===== src/rtl/address_register_bank.sv =====
// Address register file (PC, SP, general ARs) with function-select writes, stack push/pop and two read ports.
// Latency: writes and read ports take one edge; sp_empty is combinational. No backpressure: every edge is accepted.
module address_register_bank #(
    parameter int               WIDTH    = 16,
    parameter int               NUM_REGS = 3,
    parameter int               SP_INDEX = 1,
    parameter logic [WIDTH-1:0] SP_RESET = '1,
    parameter logic [WIDTH-1:0] SP_LIMIT = '0,
    parameter bit               BYPASS   = 1'b0,
    parameter int               SEL_W    = (NUM_REGS > 1) ? $clog2(NUM_REGS) : 1
) (
    input  logic                clock,
    input  logic                reset_n,
    input  logic [WIDTH-1:0]    i,
    input  logic [NUM_REGS-1:0] reg_sel,
    input  logic [2:0]          fun_sel,
    input  logic                push,
    input  logic                pop,
    input  logic                clear_flags,
    input  logic [SEL_W-1:0]    out_c_sel,
    input  logic [SEL_W-1:0]    out_d_sel,
    output logic [WIDTH-1:0]    out_c,
    output logic [WIDTH-1:0]    out_d,
    output logic [NUM_REGS-1:0] wrap,
    output logic                stack_ovf,
    output logic                stack_unf,
    output logic                sp_empty
);

    localparam int HW = WIDTH / 2;
    localparam logic [WIDTH-1:0] ONE = {{(WIDTH-1){1'b0}}, 1'b1};

    logic [WIDTH-1:0]    regs_q [NUM_REGS];
    logic [WIDTH-1:0]    regs_d [NUM_REGS];
    logic [NUM_REGS-1:0] wrap_q, wrap_d;
    logic                ovf_q, ovf_d;
    logic                unf_q, unf_d;
    logic [WIDTH-1:0]    out_c_q, out_c_d;
    logic [WIDTH-1:0]    out_d_q, out_d_d;
    logic [WIDTH-1:0]    sp_cur;
    logic                stack_op;

    assign sp_cur   = regs_q[SP_INDEX];
    assign stack_op = push | pop;

    always_comb begin
        ovf_d   = ovf_q & ~clear_flags;
        unf_d   = unf_q & ~clear_flags;
        out_c_d = '0;
        out_d_d = '0;
        for (int k = 0; k < NUM_REGS; k++) begin
            regs_d[k] = regs_q[k];
            wrap_d[k] = 1'b0;
            // A stack operation takes SP away from the function-select path.
            if (reg_sel[k] && !(k == SP_INDEX && stack_op)) begin
                case (fun_sel)
                    3'b001: regs_d[k] = '0;
                    3'b010: regs_d[k] = i;
                    3'b011: begin
                        regs_d[k] = regs_q[k] + ONE;
                        wrap_d[k] = &regs_q[k];
                    end
                    3'b100: begin
                        regs_d[k] = regs_q[k] - ONE;
                        wrap_d[k] = ~|regs_q[k];
                    end
                    3'b101: regs_d[k][HW-1:0]     = i[HW-1:0];
                    3'b110: regs_d[k][WIDTH-1:HW] = i[HW-1:0];
                    default: regs_d[k] = regs_q[k];
                endcase
            end
        end

        if (push && !pop) begin
            if (sp_cur == SP_LIMIT) begin
                ovf_d = 1'b1;
            end else begin
                regs_d[SP_INDEX] = sp_cur - ONE;
                wrap_d[SP_INDEX] = ~|sp_cur;
            end
        end else if (pop && !push) begin
            if (sp_cur == SP_RESET) begin
                unf_d = 1'b1;
            end else begin
                regs_d[SP_INDEX] = sp_cur + ONE;
                wrap_d[SP_INDEX] = &sp_cur;
            end
        end

        // Out-of-range selects match no index and so read as zero.
        for (int k = 0; k < NUM_REGS; k++) begin
            if (int'(out_c_sel) == k) out_c_d = BYPASS ? regs_d[k] : regs_q[k];
            if (int'(out_d_sel) == k) out_d_d = BYPASS ? regs_d[k] : regs_q[k];
        end
    end

    always_ff @(posedge clock or negedge reset_n) begin
        if (!reset_n) begin
            for (int k = 0; k < NUM_REGS; k++) begin
                regs_q[k] <= (k == SP_INDEX) ? SP_RESET : '0;
            end
            wrap_q  <= '0;
            ovf_q   <= 1'b0;
            unf_q   <= 1'b0;
            out_c_q <= '0;
            out_d_q <= '0;
        end else begin
            for (int k = 0; k < NUM_REGS; k++) begin
                regs_q[k] <= regs_d[k];
            end
            wrap_q  <= wrap_d;
            ovf_q   <= ovf_d;
            unf_q   <= unf_d;
            out_c_q <= out_c_d;
            out_d_q <= out_d_d;
        end
    end

    assign out_c     = out_c_q;
    assign out_d     = out_d_q;
    assign wrap      = wrap_q;
    assign stack_ovf = ovf_q;
    assign stack_unf = unf_q;
    assign sp_empty  = (sp_cur == SP_RESET);

endmodule


===== config.mk =====
export PLATFORM = sky130hd
export DESIGN_NAME = address_register_bank
export DESIGN_NICKNAME = d
export VERILOG_FILES = /design/src/rtl/address_register_bank.sv
export SDC_FILE = /design/constraint.sdc
export NUM_CORES = 1
export LEC_CHECK = 0
export CAP_MARGIN = 0
export CORE_MARGIN = 4
export CORE_UTILIZATION = 35
export CTS_CLUSTER_DIAMETER = 40
export DETAILED_ROUTE_END_ITERATION = 8
export MAX_ROUTING_LAYER = met4
export PLACE_DENSITY = 0.55
export SLEW_MARGIN = 20
export SYNTH_ARGS = -nofsm -noshare
export SYNTH_HDL_FRONTEND = slang
export SYNTH_SLANG_ARGS = --single-unit

===== constraint.sdc =====
create_clock -name clock -period 3 [get_ports clock]
set_input_delay 0.6 -clock clock [delete_from_list [all_inputs] [get_ports clock]]
set_output_delay 0.6 -clock clock [all_outputs]
set_load 0.02 [all_outputs]

# ---- Yosys cells after proc, flatten, opt, wreduce, memory -nomap -nowiden
# Index checks and enable logic that the tools add are counted.
dict set report op_classes {
  add_sub_neg 6
  n_eq_ne 11
  mux 32
  bitwise 4
  reduce_logical 25
}
# op count
set ops {}
lappend ops {{16-bit two-way mux} 11}
lappend ops {{8-bit one-hot mux with 5 select lines} 3}
lappend ops {{8-bit one-hot mux with 4 select lines} 3}
lappend ops {{16-bit by 1-bit adder with 16-bit output (second input constant)} 3}
lappend ops {{16-bit AND reduction} 3}
lappend ops {{16-bit OR reduction} 3}
lappend ops {{16-bit by 1-bit subtractor with 16-bit output (second input constant)} 3}
lappend ops {{16-bit == test (second input constant)} 1}
lappend ops {{16-bit zero test} 1}
lappend ops {{1-bit two-way mux} 12}
lappend ops {{3-bit == test (second input constant)} 3}
lappend ops {{2-bit == test (second input constant)} 4}
lappend ops {{2-bit AND reduction} 4}
lappend ops {{3-bit by 2-bit == test with 1-bit output (second input constant)} 2}
lappend ops {{1-bit zero test} 6}
lappend ops {{1-bit one-hot mux with 2 select lines} 3}
lappend ops {{5-bit nonzero test} 1}
lappend ops {{2-bit zero test} 2}
lappend ops {{4-bit nonzero test} 1}
lappend ops {{3-bit by 1-bit == test with 1-bit output (second input constant)} 1}
lappend ops {{1-bit logical AND} 3}
lappend ops {{1-bit AND} 2}
lappend ops {{2-bit OR reduction} 1}
lappend ops {{1-bit NOT} 1}
lappend ops {{1-bit OR} 1}
dict set report word_totals {
  register_bits 85
  inputBits 31
}

# ---- Longest topological paths before layout
# Gate-level depths: netlist (run 1).
dict set report depth {
  ltp_word 7
  mapped_depth 10
}

# ---- Least setup slack after synthesis (run 1)
# Ideal clock, no wire load.
dict set report synth_path {
  kind {register to register}
  startpoint {register regs_q[0] (netlist bit)}
  endpoint {register regs_q[14] (netlist bit)}
  setup_time_ns 0.143
  t_arrival_ns 2.166
  required_time_ns 2.857
  path_slack_ns 0.692
  path_stages_with_launch 9
  path_buffers 0
  period_less_slack_ns 2.308
  cell_sequence {dfrtp_1 inv_1 ha_1 or3b_2 nor4_1 a21oi_1 o21ai_0 o31a_1 o221ai_1}
}
dict set report synth_between {
  elab_chain_len 2
}
# element line
set synth_rtl {}
lappend synth_rtl {{from (decl)} 33} ;# logic [WIDTH-1:0] regs_q [NUM_REGS];
lappend synth_rtl {{from (signal, indexed assignment)} 100} ;# regs_q[k] <= (k == SP_INDEX) ? SP_RESET : '0;
lappend synth_rtl {{from (signal, indexed assignment)} 109} ;# regs_q[k] <= regs_d[k];
lappend synth_rtl {{16-bit by 1-bit subtractor with 16-bit output / 16-bit by 1-bit adder with 16-bit output (equally long branches)} {64, 60}}
lappend synth_rtl {{8-bit one-hot mux with 5 select lines (*)} 56} ;# case (fun_sel)
# Every way passes the cells marked *; elsewhere a longest branch is shown, timed or not.
# A chain may end at the register's enable or synchronous reset.

# ---- Worst setup path after layout (run 1)
dict set report layout_path {
  startpoint {register regs_q, in the netlist sp_cur[1]}
  endpoint {output port sp_empty}
}
dict set report layout_between {
  elab_chain_len 1
}
# element line
set layout_rtl {}
lappend layout_rtl {{16-bit == test} 124} ;# assign sp_empty = (sp_cur == SP_RESET);
lappend layout_rtl {{to (decl)} 27} ;# output logic sp_empty
# Every way passes these cells.

==> results.py, run 1 <==
metrics = {
    "global_route": {
        "overflow": 0,
        "use_met2_pct": 35.19,
        "use_met1_pct": 32.14,
        "grt_usage_pct": 23.55,
        "use_met3_pct": 4.111,
        "first_global_vias": 6509,
        "grt_pass1_wl_mm": 38.55,
        "grt_start_max_net_pins": 49,
        "antenna_found_initial": 0,
        "gr-max-usage-layer": "met2",
    },
    "timing": {
        "rsz0062_at_grt": "no",
        "finalSetupViolCount": 0,
        "fmax_mhz": 361.5,
        "max_slew_margin_pct": 49.84,
        "final.setup.tns_ps": 0,
        "layout_min_cycle_time_ps": 2767,
        "final.period_utilization_pct": 92.22,
        "hold_violations": 0,
        "finalClockSkew_ps": 8.607,
        "timing_worst_slew_pin_value_ps": 750.7,
        "slew_violations": 0,
    },
    "worst_setup_path": {
        "start_kind": "flop",
        "rr_endpoint": "sp_cur[15]",
        "crit_required_ps": 2400,
        "critPathArrivalTime_ps": 2170,
        "critPathMaxFanout": 10,
        "ff2ff_setup_slack_ps": 440,
        "timing.rr.start": "sp_cur[1]",
        "endpoint_kind": "output port",
        "worstRegToRegCells": 8,
        "crit_type": "flop to output port",
    },
    "layout": {
        "multi_input_area_mm2": 0.004125,
        "nets": 942,
        "num_antenna_cells": 0,
        "fillers": 1904,
        "area_growth_pct": 19.68,
        "final_cell_area_mm2": 0.007968,
        "regArea_mm2": 0.002147,
        "drive_gt1_share_pct": 12.35,
        "finalCoreUtilization_pct": 42.60,
    },
    "synthesis": {
        "ys.flop_type": "dfrtp_1",
        "synth_top_cells_by_area": "dfrtp_1, o21ai_0, dfstp_2",
        "synth_area_per_cell_um2": 7.778,
        "synth.largest_area_cell": "dfrtp_1",
        "yosys_warnings": 0,
        "syn_inst": 856,
        "yosysUniqueCellTypes": 71,
        "synth_common_cells": "nand2_1, o21ai_0, clkbuf_1",
        "synth_top_area_share_pct": 25.93,
        "synth_edf_count": 0,
        "synthesis.nets": 896,
        "syn_area_mm2": 0.006658,
        "synthArstFlopShare_pct": 100.0,
        "synth_seq_cells": 85,
        "yosysSeqAreaShare_pct": 32.25,
    },
    "detailed_routing": {
        "drt_first_iter_violations": 797,
        "wl_mm": 25.22,
        "drc": 0,
        "post_drt_wl_per_cell_um": 22.10,
        "viasPerCell": 6.259,
        "num_vias": 7141,
        "drtAntennaViolNets": 0,
        "dr.pass1.iters": 6,
    },
    "clock_network": {
        "clock_latency_ps": 360,
        "clk_path_buf_depth": 2,
        "cts-root-buf": "clkbuf_16",
        "clk_pin_slew_ps": 70,
        "htree_levels": 3,
        "cts_buffers": 9,
        "cts_tree": "done",
        "cts_hold_buf": 0,
        "numClockSinks": 85,
    },
    "min_path": {
        "hold_path.class": "primary input to asynchronous set/reset pin",
    },
    "pwr": {
        "power_leakage_nw": 3.112,
        "peakVddDrop_uv": 505.0,
        "powerDensity_mw_per_mm2": 637.4,
    },
    "outcome": {
        "status": "finished, final reports clean",
    },
    "placed_design": {
        "dp_hpwl_mm": 18.45,
        "port_buffers": 68,
        "gp_congestion": 0.9640,
        "post_dp_cell_area_mm2": 0.007677,
    },
    "floorplan": {
        "die_h_um": 145.9,
        "start_util_pct": 35.59,
        "coreArea_mm2": 0.01871,
        "rows": 50,
        "die_area_mm2": 0.02129,
        "dieWidth_um": 145.9,
        "io_pins": 69,
    },
    "flow_run": {
        "timing.max_cap.violations": 0,
    },
}
[power breakdown]
part,switching [W],leakage [nW],internal [W],total (W)
clock network,0.000512,0.136,0.000566,0.00108
registers,0.000541,1.08,0.00148,0.00203
logic,0.00113,1.89,0.000846,0.00197
total,0.00218,3.11,0.00290,0.00508
[per-layer routing]
layer	routed length (um)	part of all wire [%]	up-vias
met3	1883	7.5	54
li1	-	-	3288
met4	703	2.8	0
met5	0	0	-
met2	11370	45	357
met1	11270	45	3442
[critical path, cell delays in order (launching register included)]
cell and delay (ps):
dfstp_2 640, ha_1 220, nand3_1 130, nor2_1 190, and4_1 290, dlygate4sd2_1 350
[worst max path at each step]
stage	cells past startpoint	start	slack (ps)	end
floorplan	8	regs_q[0]	690	regs_q[14]
global placement	4	sp_cur[7]	230	sp_empty
detailed placement	8	fun_sel[0]	160	regs_q[15]
CTS	5	sp_cur[1]	230	sp_empty
global route	5	sp_cur[1]	150	sp_empty
finish	5	sp_cur[1]	230	sp_empty
[cell type report]
class | count | area share, %
flip-flops and latches | 85 | 26.95
multi-input cells | 672 | 51.77
clock inverters | 7 | 0.6124
well taps | 234 | 3.675
repair buffers | 119 | 13.46
inverters | 15 | 0.7067
clock buffers | 9 | 2.827
[placed cells by master, fill, tap and decap left out, drive strengths merged, types with 10 or more instances in the layout]
cell,n
a21oi,51
mux2i,37
nand3,38
or3,10
a221o,11
and3,14
clkdlybuf4s50,66
a22oi,11
dfstp,16
nor3,27
dfrtp,69
o221ai,21
o21ai,103
nor4,14
nand4,10
inv,18
buf,52
nor2,67
nand2,101
[logic make-up (layout without fill, tap and decap cells)]
family,Yosys count,in the layout,synth area share [%]
simple gates,326,326,24.51
compound gates,283,283,27.70
buf+inv,99,150,5.901
flops,85,85,32.25
mux,41,41,6.239
xor+xnor,13,13,1.710
fa+ha+maj,9,9,1.691
[state kept, by name (all words and copies together), names as in the netlist]
| name | count |
|---|---|
| out_c | 16 |
| sp_cur | 16 |
| stack_unf | 1 |
| stack_ovf | 1 |
| out_d | 16 |
| wrap | 3 |
| regs_q | 32 |
[what timing repair did]
| action | CTS | global route |
|---|---|---|
| gates resized for setup | 2 | 0 |
| setup endpoints to repair | 1 | 0 |
| setup buffers | 2 | 0 |
[per-stage QoR]
| stage | setup slack [ps] | hold WS [ps] | cells | power [W] |
|---|---|---|---|---|
| 6_report | 233.4 | 213.6 | 1141 | 0.005079 |
| 5_1_grt | 147.3 | 250.7 | 1141 | 0.005381 |
| 4_1_cts | 233.3 | 235.9 | 1141 | 0.005070 |
| 3_5_place_dp | 163.5 | 495.8 | 1123 | 0.003954 |
| 3_3_place_gp | 228.5 | 486.1 | 1123 | 0.003954 |
| 2_1_floorplan | 691.7 | 304.4 | 856 | 0.003145 |
No activity file was read; power rests on OpenSTA's default activity.
==> inputs of run 2 (changes only) <==
--- a/config.mk
+++ b/config.mk
@@ -5,13 +5,14 @@
 export SDC_FILE = /design/constraint.sdc
 export NUM_CORES = 1
 export LEC_CHECK = 0
+export ABC_AREA = 1
 export CAP_MARGIN = 0
 export CORE_MARGIN = 4
 export CORE_UTILIZATION = 35
 export CTS_CLUSTER_DIAMETER = 40
 export DETAILED_ROUTE_END_ITERATION = 8
 export MAX_ROUTING_LAYER = met4
-export PLACE_DENSITY = 0.55
+export PLACE_DENSITY = 0.54
 export SLEW_MARGIN = 20
 export SYNTH_ARGS = -nofsm -noshare
 export SYNTH_HDL_FRONTEND = slang
==> results.py, run 2 <==
metrics = {
    "timing": {
        "final.period_utilization_pct": 85.73,
        "timing_worst_slew_pin_value_ps": 764.4,
        "hold_ws_ps": 229.0,
        "layout_min_cycle_time_ps": 2572,
        "setup_ws_ps": 428.0,
        "rsz0062_at_grt": "no",
        "fmax_mhz": 388.8,
        "hold_violations": 0,
        "finalSetupViolCount": 0,
        "slew_violations": 0,
        "max_slew_margin_pct": 48.92,
        "final.setup.tns_ps": 0,
        "finalClockSkew_ps": 8.131,
    },
    "clock_network": {
        "cts-root-buf": "clkbuf_16",
        "cts_buffers": 9,
        "htree_levels": 3,
        "postCtsSetupBuffers": 0,
        "clk_path_buf_depth": 2,
        "clk_pin_slew_ps": 70,
        "numClockSinks": 85,
        "cts_tree": "done",
        "clock_latency_ps": 360,
    },
    "worst_setup_path": {
        "path_buf_inv": 1,
        "cp_cell_sequence": "ha_1 > nand2_2 > nor2_4 > nand4_1 > nor3_2 > dlymetal6s2s_1",
        "crit_type": "flop to output port",
        "start_kind": "flop",
        "max_stage_delay_ps": 570,
        "crit_required_ps": 2400,
        "endpoint_kind": "output port",
        "cpMaxStageDelayCell": "dfstp_2",
        "critPathArrivalTime_ps": 1970,
        "cpLargestDelayFamily": "simple AND/OR/NAND/NOR gates",
        "critPathMaxFanout": 5,
    },
    "global_route": {
        "grt_usage_pct": 24.99,
        "grt_pass1_wl_mm": 41.14,
        "antenna_found_initial": 0,
        "overflow": 0,
        "grt_start_max_net_pins": 45,
        "first_global_vias": 7323,
    },
    "pwr": {
        "powerDensity_mw_per_mm2": 619.8,
        "swShare_pct": 46.26,
        "peakVddDrop_uv": 295.8,
        "p_clk_share_pct": 22.2,
        "seqPwrFrac_pct": 36.5,
        "internal_power_w": 0.002685,
        "power_leakage_nw": 3.771,
        "switching_power_w": 0.002311,
        "comb_power_share_pct": 41.3,
        "power_w": 0.004996,
    },
    "layout": {
        "layout_commonest_cell": "nand2_1",
        "layout_common_cells": "nand2_1, nand3_1, nor2_1",
        "drive_gt1_share_pct": 6.293,
        "nets": 1195,
        "fillers": 2104,
        "area_growth_pct": 16.39,
        "final_cell_area_mm2": 0.008060,
        "num_antenna_cells": 0,
        "largest_register_ffs": 32,
        "top_register": "regs_q",
    },
    "synthesis": {
        "synth_edf_count": 0,
        "synth_most_common_cell": "nand2_1",
        "syn_inst": 1114,
        "yosys_warnings": 0,
        "synthArstFlopShare_pct": 100.0,
        "yosysUniqueCellTypes": 41,
        "ys.flop_type": "dfrtp_1",
        "synth_top_area_share_pct": 24.93,
        "synth_top_cells_by_area": "dfrtp_1, nand2_1, nand3_1",
        "synth_area_per_cell_um2": 6.217,
        "synth.largest_area_cell": "dfrtp_1",
        "synth_common_cells": "nand2_1, nand3_1, nor2_1",
        "syn_area_mm2": 0.006925,
        "yosysSeqAreaShare_pct": 31.00,
        "synthesis.nets": 1154,
        "synth_seq_cells": 85,
    },
    "placed_design": {
        "post_dp_cell_area_mm2": 0.007781,
        "preCtsSetupSlack_ps": 303.4,
        "dp_hpwl_mm": 20.56,
        "port_buffers": 68,
        "gp_congestion": 1.015,
    },
    "detailed_routing": {
        "drc": 0,
        "dr.pass1.iters": 6,
        "wl_mm": 26.69,
        "post_drt_wl_per_cell_um": 18.73,
        "drt_first_iter_violations": 838,
        "drtAntennaViolNets": 0,
        "num_vias": 7757,
        "viasPerCell": 5.444,
    },
    "outcome": {
        "status": "finished, final reports clean",
    },
    "floorplan": {
        "start_util_pct": 35.58,
        "rows": 51,
        "dieWidth_um": 148.7,
        "die_area_mm2": 0.02210,
        "io_pins": 69,
        "coreArea_mm2": 0.01946,
        "die_h_um": 148.7,
    },
    "flow_run": {
        "timing.max_cap.violations": 0,
    },
    "min_path": {
        "hold_path.class": "primary input to asynchronous set/reset pin",
    },
}
-- run 2: area by class of cell --
cell class / instances / area (um^2) / share of cell area, %
clock inverter: 6 / 47.55 / 0.5899
sequential: 85 / 2147 / 26.64
timing repair buffer: 79 / 775.7 / 9.624
clock buffer: 10 / 229.0 / 2.841
multi-input combinational: 859 / 4075 / 50.56
inverter: 121 / 454.2 / 5.635
tap: 265 / 331.6 / 4.114
-- run 2: per-stage QoR --
stage          util, %  cells
2_1_floorplan        -   1114
3_3_place_gp     39.98   1409
3_5_place_dp     39.98   1409
4_1_cts          41.40   1425
5_1_grt          41.41   1425
6_report         41.41   1425
-- run 2: power by group through the flow --
| stage | Clock (W) | Sequential, W | Combinational, W |
|---|---|---|---|
| 6_report | 0.00111 | 0.00182 | 0.00206 |
| 4_1_cts | 0.00113 | 0.00181 | 0.00205 |
| 2_1_floorplan | 0 | 0.00166 | 0.00151 |
| 3_3_place_gp | 0 | 0.00183 | 0.00205 |
| 3_5_place_dp | 0 | 0.00183 | 0.00205 |
| 5_1_grt | 0.00118 | 0.00187 | 0.00231 |
-- run 2: cells by family (layout without fill, tap and decap cells) --
kind of cell / count (synthesis) / in the layout / synth area share (%)
AOI/OAI and AO/OA: 122 / 122 / 10.95
DFF: 85 / 85 / 31.00
adders and majority gates: 9 / 9 / 1.626
xor gates and xnor gates: 2 / 2 / 0.2530
and+or+nand+nor: 726 / 726 / 45.91
buffers and inverters: 170 / 216 / 10.26
-- run 2: what timing repair did --
item	4_1_cts	5_1_grt
hold buffers	0	0
setup endpoints to repair	0	1
resized for setup	0	1
-- run 2: worst paths after layout --
| check | start | to | slack [ps] | cells after the start |
|---|---|---|---|---|
| max in group asynchronous | reset_n | sp_cur[1] | 2080 | 2 |
| min in group clock | stack_unf | stack_unf | 480 | 2 |
| min reg2reg | stack_unf | stack_unf | 480 | 2 |
| max | sp_cur[1] | sp_empty | 430 | 6 |
| max reg2reg | sp_cur[1] | sp_cur[8] | 930 | 11 |
| min | reset_n | stack_unf | 230 | 1 |
-- run 2: per-layer routing --
metal	up-vias	routed length, um	GRT usage, %
met5	-	0	-
li1	3742	-	-
met4	0	825	9.654
met3	68	1763	2.377
met1	3626	11290	32.13
met2	321	12810	40.92
